`config.mk`:
```
export PLATFORM = sky130hd
export DESIGN_NAME = decode_pipe_stage
export DESIGN_NICKNAME = d
export VERILOG_FILES = /design/src/rtl/decode_pipe_stage.sv
export SDC_FILE = /design/constraint.sdc
export NUM_CORES = 2
export LEC_CHECK = 0
export CAP_MARGIN = 20
export CELL_PAD_IN_SITES_DETAIL_PLACEMENT = 1
export CELL_PAD_IN_SITES_GLOBAL_PLACEMENT = 1
export CORE_ASPECT_RATIO = 0.5
export CORE_MARGIN = 1
export CORE_UTILIZATION = 45
export CTS_BUF_LIST = sky130_fd_sc_hd__clkbuf_16
export CTS_CLUSTER_DIAMETER = 150
export DETAILED_ROUTE_END_ITERATION = 10
export PLACE_DENSITY_LB_ADDON = 0.1
export RECOVER_POWER = 100
export SYNTH_ARGS = -nofsm -noshare
export SYNTH_HDL_FRONTEND = slang
export SYNTH_SLANG_ARGS = --single-unit
```
`constraint.sdc`:
```
create_clock -name clk -period 1.85 [get_ports clk]
set_input_delay 0.185 -clock clk [delete_from_list [all_inputs] [get_ports clk]]
set_output_delay 0.185 -clock clk [all_outputs]
set_load 0.01 [all_outputs]
```
`src/rtl/decode_pipe_stage.sv`:
```
// Decode stage: register file, immediate/control decode, ID/EX register and load-use stall.
// Define DECODE_WB_BYPASS_EN to forward same-cycle writeback data into the decode read.
module decode_pipe_stage #(
    parameter int unsigned XLEN      = 32,
    parameter int unsigned REG_COUNT = 32
) (
    input  logic            clk,
    input  logic            reset,
    input  logic [31:0]     instructionF,
    input  logic [XLEN-1:0] PCF,
    input  logic            ValidF,
    input  logic            FlushD,
    input  logic            RegWriteW,
    input  logic [4:0]      WriteAddressW,
    input  logic [XLEN-1:0] writeDataW,
    output logic            StallF,
    output logic            ValidE,
    output logic            RegWriteE,
    output logic            MemReadE,
    output logic            MemWriteE,
    output logic            JtypeE,
    output logic            BranchE,
    output logic            PCSelectE,
    output logic            ImmSelectE,
    output logic            IllegalE,
    output logic [5:0]      ALUSelectE,
    output logic [4:0]      WriteAddressE,
    output logic [XLEN-1:0] ReadOut1E,
    output logic [XLEN-1:0] ReadOut2E,
    output logic [XLEN-1:0] ImmGenOutE,
    output logic [XLEN-1:0] PCE
);
    localparam int unsigned ADDR_W = $clog2(REG_COUNT);

    localparam logic [6:0] OpReg    = 7'b0110011;
    localparam logic [6:0] OpImm    = 7'b0010011;
    localparam logic [6:0] OpLoad   = 7'b0000011;
    localparam logic [6:0] OpStore  = 7'b0100011;
    localparam logic [6:0] OpBranch = 7'b1100011;
    localparam logic [6:0] OpLui    = 7'b0110111;
    localparam logic [6:0] OpAuipc  = 7'b0010111;
    localparam logic [6:0] OpJal    = 7'b1101111;
    localparam logic [6:0] OpJalr   = 7'b1100111;

    typedef struct packed {
        logic            valid;
        logic            regWrite;
        logic            memRead;
        logic            memWrite;
        logic            jtype;
        logic            branch;
        logic            pcSel;
        logic            immSel;
        logic            illegal;
        logic [5:0]      alu;
        logic [4:0]      rd;
        logic [XLEN-1:0] rs1Val;
        logic [XLEN-1:0] rs2Val;
        logic [XLEN-1:0] imm;
        logic [XLEN-1:0] pc;
    } eRegT;

    logic [XLEN-1:0] regFile [REG_COUNT];
    logic [6:0]      opcode;
    logic [2:0]      funct3;
    logic [4:0]      rs1, rs2, rd;
    logic [XLEN-1:0] rs1Data, rs2Data, imm;
    logic [5:0]      alu;
    logic            isR, isI, isS, isB, isU, isJ, known;
    logic            useRs1, useRs2, useRd, illegal;
    logic            memRd, memWr, jtype, branch, pcSel;
    logic            wbEn, hazard, bubble;
    eRegT            eD, eQ;

    assign opcode = instructionF[6:0];
    assign funct3 = instructionF[14:12];
    assign rd     = instructionF[11:7];
    assign rs1    = instructionF[19:15];
    assign rs2    = instructionF[24:20];

    // Writes to x0 or beyond the implemented register count are dropped.
    assign wbEn = RegWriteW && (WriteAddressW != 5'd0) && (32'(WriteAddressW) < REG_COUNT);

    always_ff @(posedge clk or negedge reset) begin
        if (!reset) begin
            regFile <= '{default: '0};
        end else if (wbEn) begin
            regFile[WriteAddressW[ADDR_W-1:0]] <= writeDataW;
        end
    end

    always_comb begin
        rs1Data = '0;
        rs2Data = '0;
        if (rs1 != 5'd0 && 32'(rs1) < REG_COUNT) rs1Data = regFile[rs1[ADDR_W-1:0]];
        if (rs2 != 5'd0 && 32'(rs2) < REG_COUNT) rs2Data = regFile[rs2[ADDR_W-1:0]];
`ifdef DECODE_WB_BYPASS_EN
        if (RegWriteW && WriteAddressW == rs1 && rs1 != 5'd0) rs1Data = writeDataW;
        if (RegWriteW && WriteAddressW == rs2 && rs2 != 5'd0) rs2Data = writeDataW;
`endif
    end

    always_comb begin
        isR    = 1'b0;
        isI    = 1'b0;
        isS    = 1'b0;
        isB    = 1'b0;
        isU    = 1'b0;
        isJ    = 1'b0;
        memRd  = 1'b0;
        memWr  = 1'b0;
        jtype  = 1'b0;
        branch = 1'b0;
        pcSel  = 1'b0;
        alu    = 6'd0;
        case (opcode)
            OpReg:    begin isR = 1'b1; alu = {instructionF[25], instructionF[30], funct3, 1'b0}; end
            OpImm:    begin
                isI = 1'b1;
                alu = {1'b0, (funct3 == 3'b101) & instructionF[30], funct3, 1'b0};
            end
            OpLoad:   begin isI = 1'b1; memRd = 1'b1; end
            OpStore:  begin isS = 1'b1; memWr = 1'b1; end
            OpBranch: begin isB = 1'b1; branch = 1'b1; pcSel = 1'b1; alu = {2'b10, funct3, 1'b0}; end
            OpLui:    begin isU = 1'b1; alu = 6'b000001; end
            OpAuipc:  begin isU = 1'b1; pcSel = 1'b1; end
            OpJal:    begin isJ = 1'b1; jtype = 1'b1; pcSel = 1'b1; end
            OpJalr:   begin isI = 1'b1; jtype = 1'b1; end
            default:  ;
        endcase
    end

    assign known  = isR | isI | isS | isB | isU | isJ;
    assign useRs1 = !(isU || isJ);
    assign useRs2 = !(isI || isU || isJ);
    assign useRd  = isR | isI | isU | isJ;
    assign illegal = !known
        || (useRs1 && 32'(rs1) >= REG_COUNT)
        || (useRs2 && 32'(rs2) >= REG_COUNT)
        || (useRd && 32'(rd) >= REG_COUNT);

    always_comb begin
        imm = '0;
        if (isI) imm = XLEN'($signed(instructionF[31:20]));
        if (isS) imm = XLEN'($signed({instructionF[31:25], instructionF[11:7]}));
        if (isB) imm = XLEN'($signed({instructionF[31], instructionF[7], instructionF[30:25],
                                      instructionF[11:8], 1'b0}));
        if (isU) imm = XLEN'($signed({instructionF[31:12], 12'b0}));
        if (isJ) imm = XLEN'($signed({instructionF[31], instructionF[19:12], instructionF[20],
                                      instructionF[30:21], 1'b0}));
    end

    // Only sources the instruction format actually reads can create a load-use hazard.
    assign hazard = ValidE && MemReadE && (WriteAddressE != 5'd0)
        && ((useRs1 && rs1 == WriteAddressE) || (useRs2 && rs2 == WriteAddressE));
    assign StallF = hazard && !FlushD;
    assign bubble = FlushD || hazard || !ValidF;

    always_comb begin
        eD = '0;
        if (!bubble) begin
            eD.valid    = 1'b1;
            eD.illegal  = illegal;
            eD.regWrite = useRd && (rd != 5'd0) && !illegal;
            eD.memRead  = memRd && !illegal;
            eD.memWrite = memWr && !illegal;
            eD.jtype    = jtype && !illegal;
            eD.branch   = branch && !illegal;
            eD.pcSel    = pcSel;
            eD.immSel   = known && !isR && !isB;
            eD.alu      = alu;
            eD.rd       = rd;
            eD.rs1Val   = rs1Data;
            eD.rs2Val   = rs2Data;
            eD.imm      = imm;
            eD.pc       = PCF;
        end
    end

    always_ff @(posedge clk or negedge reset) begin
        if (!reset) begin
            eQ <= '0;
        end else begin
            eQ <= eD;
        end
    end

    assign {ValidE, RegWriteE, MemReadE, MemWriteE, JtypeE, BranchE, PCSelectE, ImmSelectE,
            IllegalE, ALUSelectE, WriteAddressE, ReadOut1E, ReadOut2E, ImmGenOutE, PCE} = eQ;

endmodule

```
* Word level (Yosys, flattened, before mapping)
Index checks and enable logic that the tools add are counted.
Storage, ports and cells: output and inout bits 149, logic and storage cells 139, register bits 1172
Operators by class: bitwise logic cells 11, equality and inequality tests 12, muxes and demuxes 27, reductions and logical operators 38, order comparisons 4
Operators with widths (number):
- 1024-bit bitwise mux | 1
- 32-bit 2-to-1 mux | 12
- 32-bit binary-select mux with 5-bit select | 2
- 32-bit demux with 5-bit select | 1
- 148-bit 2-to-1 mux | 1
- 5-bit nonzero test | 5
- 6-bit one-hot mux with 4 select lines | 1
- 7-bit by 6-bit equality test with 1-bit output, second input constant | 3
- 7-bit equality test, second input constant | 3
- 6-bit >= comparator, second input constant | 3
- 5-bit inverter with 6-bit output | 3
- 1-bit logical AND | 16
- 7-bit by 5-bit equality test with 1-bit output, second input constant | 2
- 5-bit equality test | 2
- 1-bit 2-to-1 mux | 9
- 7-bit by 2-bit equality test with 1-bit output, second input constant | 1
- 1-bit logical NOT | 7
- 1-bit OR | 7
- 1-bit logical OR | 6
- 6-bit by 1-bit less-than comparator with 1-bit output, second input constant | 1
- 3-bit OR reduction | 2
- 2-bit OR reduction | 2
- 3-bit equality test, second input constant | 1
- 1-bit bitwise AND | 1

* Longest topological paths before layout
depth after elaboration 12, depth in mapped cells 9

* Worst setup path before layout
Ideal clock, no wire load.
kind input to register, start input instructionF[20], end register eQ, in the netlist ReadOut2E[10], setup time 0.134 ns, stages 7, arrival time 1.883 ns, path buffers 4, path slack -0.168 ns, cell sequence buf_4 > buf_4 > buf_4 > buf_2 > mux4_2 > o311ai_0 > nor3_1
RTL lines:
- from (decl) | line 9 | input logic [31:0] instructionF,
- to (signal assigned) | line 182 | eQ <= '0;
- to (signal assigned) | line 184 | eQ <= eD;
- to (decl) | line 73 | eRegT eD, eQ;

* Worst setup path in the final report
start register eQ, in the netlist WriteAddressE[4], end output StallF
Between the ends: word-level cells in the longest chain between the ends 5, elaborated cells between the ends (all ways) 9, classes of those cells 2 x eq/ne; 7 x reduce/logical
RTL lines:
- 5-bit equality test | line 155 | && ((useRs1 && rs1 == WriteAddressE) || (useRs2 && rs2 == WriteAddressE));
- 1-bit logical AND | line 155
- 1-bit logical OR | line 155
- 1-bit logical AND (*) | line 155
- 1-bit logical AND (*) | line 156 | assign StallF = hazard && !FlushD;
- to (decl) | line 16 | output logic StallF,
Mark *: on every way between the ends. The rest lies on a longest branch, timed or not.

==> results.md <==
* Status: finished with violations
* Failing checks: setup timing
* Share of flip-flops with an asynchronous set or reset at 100%
* Most frequent cells after synthesis: dfrtp_1, mux2_2, mux4_2, clkbuf_1, mux2i_1
* Number of core rows at 93
* CTS tree: built
* Synth Area in Adders at 0%
* Crit Path Max Fanout at 3
* Via count at 43,000
* Cell repeated most along the worst path: buf_6
* Synth area leader: dfrtp_1
* Crit Path Class: flip-flop to output port
* Worst slew pin tran at 1.24 ns
* Cell variety after synth at 50
* Clock sinks at 1,172
* Global-route wire length before repair at 329 mm
* Simple-Gate Fraction of Synth Area at 4.53%
* Ys Warns at 0
* Setup TNS at -79.44 ns
* Die Y-Extent at 259 um
* Slew Limit Fails at 0
* CTS root buffer: clkbuf_16
* Syn Inst Count at 4,178
* Leakage Power at 32.8 nW
* RSZ-0062 raised after global routing: yes
* CP max stage delay at 0.45 ns
* HP Class: input port to flip-flop
* Die ar. at 134,000 um2
* Sequential share of the synthesized area at 49.2%
* Drt drc at 0
* Count leader, synth: dfrtp_1
* Worst Path Buf+Inv at 2
* DRT Pass-1 Iters at 5
* Area Overhead vs Synth at 25.8%
* Fin crit period at 2.62 ns
* Initial core utilization at 45.8%
* Critical Path Source Type: flip-flop
* Vias/cell at 6.52
* Core area at 130,000 um2
* Top cells by area, synth: dfrtp_1, mux2_2, mux4_2
* Headroom to the max-slew limit at 17.1%
* Syn nets at 4,284
* CP Cell Sequence: buf_6 -> xor2_2 -> nor3_1 -> nand3_1 -> a211oi_4 -> nor2b_4 -> buf_6
* Mux cell area share after synthesis at 37.6%
* Max IR drop VDD at 0.000759 V
* Pre-CTS setup slack at -0.848 ns
* Setup ws final at -0.766 ns
* Synth Register Bits at 1,172
* Largest family of logic cells by synthesized area: multiplexers
* Mapped Avg Cell Area at 14.3 um2
* Slowest-stage cell, CP: dfrtp_2
* Vias in the first global route at 46,200
* Max_cap viols at 0
* IO Port Bufs at 254
* Layout cells sized above 1 at 50.7%
* Tcrit/Tclk final at 141%
* Final Power at 73.0 mW
* Clock slew at reported path FFs at 0.07 ns
* Initial antenna violation count at 9
* Die W at 517 um
* Fmax at 382 MHz
* Final Skew at 0.0355 ns
* Final setup fails at 274
* Final GP Congestion at 0.859
* Synth top area share at 49.2%
* Hold Fails Final Rpt at 0
* Total global-route track usage at 34.0%
* WP data arrival at 2.43 ns
* Clk buf depth at 3
* Cell Pwr Density at 974 nW/um2
* Post-synth EDFFs at 0
* Total Nets Final at 4,858
* Post-Synth XOR/XNOR Area at 0.147%
* Final wirelength at 229 mm
* Critical Path RT at 1.66 ns
* I/O pin cnt at 255
* Gr ovfl total at 0
* CP Capture Type: output port
* Compound-gate portion of the synthesized area at 5.01%
* Ys flop type: dfrtp_1
* Post-DRT Antenna Nets at 0
* Drt wl/cell at 34.7 um
* Skew-Pair Late Insertion Delay at 0.76 ns
* Clock buffer count from CTS at 109
* R2R Setup Slk at -0.63 ns
* Largest net degree at the start of global routing at 79
* Htree depth at 3
* Initial DRC Count at 3,814
* Top Family by Delay on Critical Path: simple AND/OR/NAND/NOR gates
* Mapped Area at 59,600 um2
* Dpl hpwl at 147 mm
-- worst register-to-register path: stages (launching register included) --
cell,delay [ns]
dfrtp_2,0.45
buf_6,0.13
or4_4,0.40
o211ai_1,0.33
a211oi_4,0.07
buf_4,0.16
buf_12,0.15
buf_16,0.16
buf_12,0.17
buf_16,0.17
nor3b_2,0.21
-- through the flow --
stage	instance area (um2)	hold WS (ns)	instances	utilization (%)
2_1_floorplan	59700	-0.111	4178	-
3_3_place_gp	69800	0.148	6336	53.7
3_5_place_dp	69800	0.141	6336	53.7
4_1_cts	75000	0.000129	6580	57.7
5_1_grt	74900	0.0205	6599	57.6
6_report	74900	0.0268	6601	57.6
-- state kept, by name (all words and copies together), names as in the netlist, 5 cells and up --
signal and flops:
ReadOut1E 32, WriteAddressE 5, ALUSelectE 6, regFile 1024, PCE 32, ReadOut2E 32, ImmGenOutE 32
-- what timing repair did --
item / in CTS / in global routing
hold buffers: 24 / 0
hold endpoints to repair: 731 / 0
endpoints found under the setup margin: 223 / 185
gates resized for setup: 249 / 188
cloned: 19 / 9
buffers inserted: 3 / 12
pin swaps: 13 / 124
-- cells in the final DEF, fill, tap and decap left out, drive strengths merged, types with 3 or more instances in the layout --
cell and instances:
dfrtp 1172, nor2 22, a22oi 133, clkdlybuf4s25 22, nand2 146, a21oi 21
mux2 993, buf 580, a221oi 64, inv 26, mux4 384, a221o 64
nor2b 16, nand4b 4, nand4 67, mux2i 257, or2 65, dlygate4sd2 74
nor3b 39, clkdlybuf4s50 131, nor3 100, clkinv 48, nor4 15, diode 5
clkbuf 226, a21o 3, nand3 5, xnor2 4, o311ai 64, bufinv 19
and2 4, xor2 6, clkinvlp 3, o211ai 3, dlygate4sd3 27, or3 4
nand2b 9
-- worst paths after layout --
path	startpoint	cells after the start	endpoint
setup / recovery	WriteAddressE[4]	7	StallF
hold / removal	PCF[0]	2	PCE[0]
setup reg to reg	WriteAddressE[4]	10	WriteAddressE[4]
hold reg to reg	regFile[999]	0	regFile[999]
max in group asynchronous	reset	3	regFile[276]
min in group asynchronous	reset	3	regFile[986]
-- layer usage --
| metal | global-route usage (%) | share of wire (%) | vias up |
|---|---|---|---|
| met2 | 52.1 | 45 | 1739 |
| met5 | 0 | 0.011 | - |
| met3 | 6.38 | 7.5 | 460 |
| met1 | 48.3 | 43 | 23600 |
| met4 | 12.6 | 3.9 | 4 |
| li1 | - | - | 17200 |
-- logic make-up after synthesis --
kind of cell | after synthesis
AOI/OAI and AO/OA | 360
DFF | 1172
xor gates and xnor gates | 10
and+or+nand+nor | 507
muxes | 1634
buffers and inverters | 495
-- report_power, final --
part	internal [mW]	switching [mW]	leakage [nW]
combinational	8.85	6.45	15.8
sequential	30.0	3.39	15.1
clock	13.4	10.9	1.87
total	52.2	20.7	32.8
-- cell type report --
class	instances	area, um2
timing repair buffer	951	9880
clock inverter	89	958
inverter	7	26.3
antenna	5	12.5
fill	12100	55000
multi-input combinational	2511	29800
tap	1757	2200
sequential	1172	29300
clock buffer	109	2730
No activity file was read; power rests on OpenSTA's default activity.
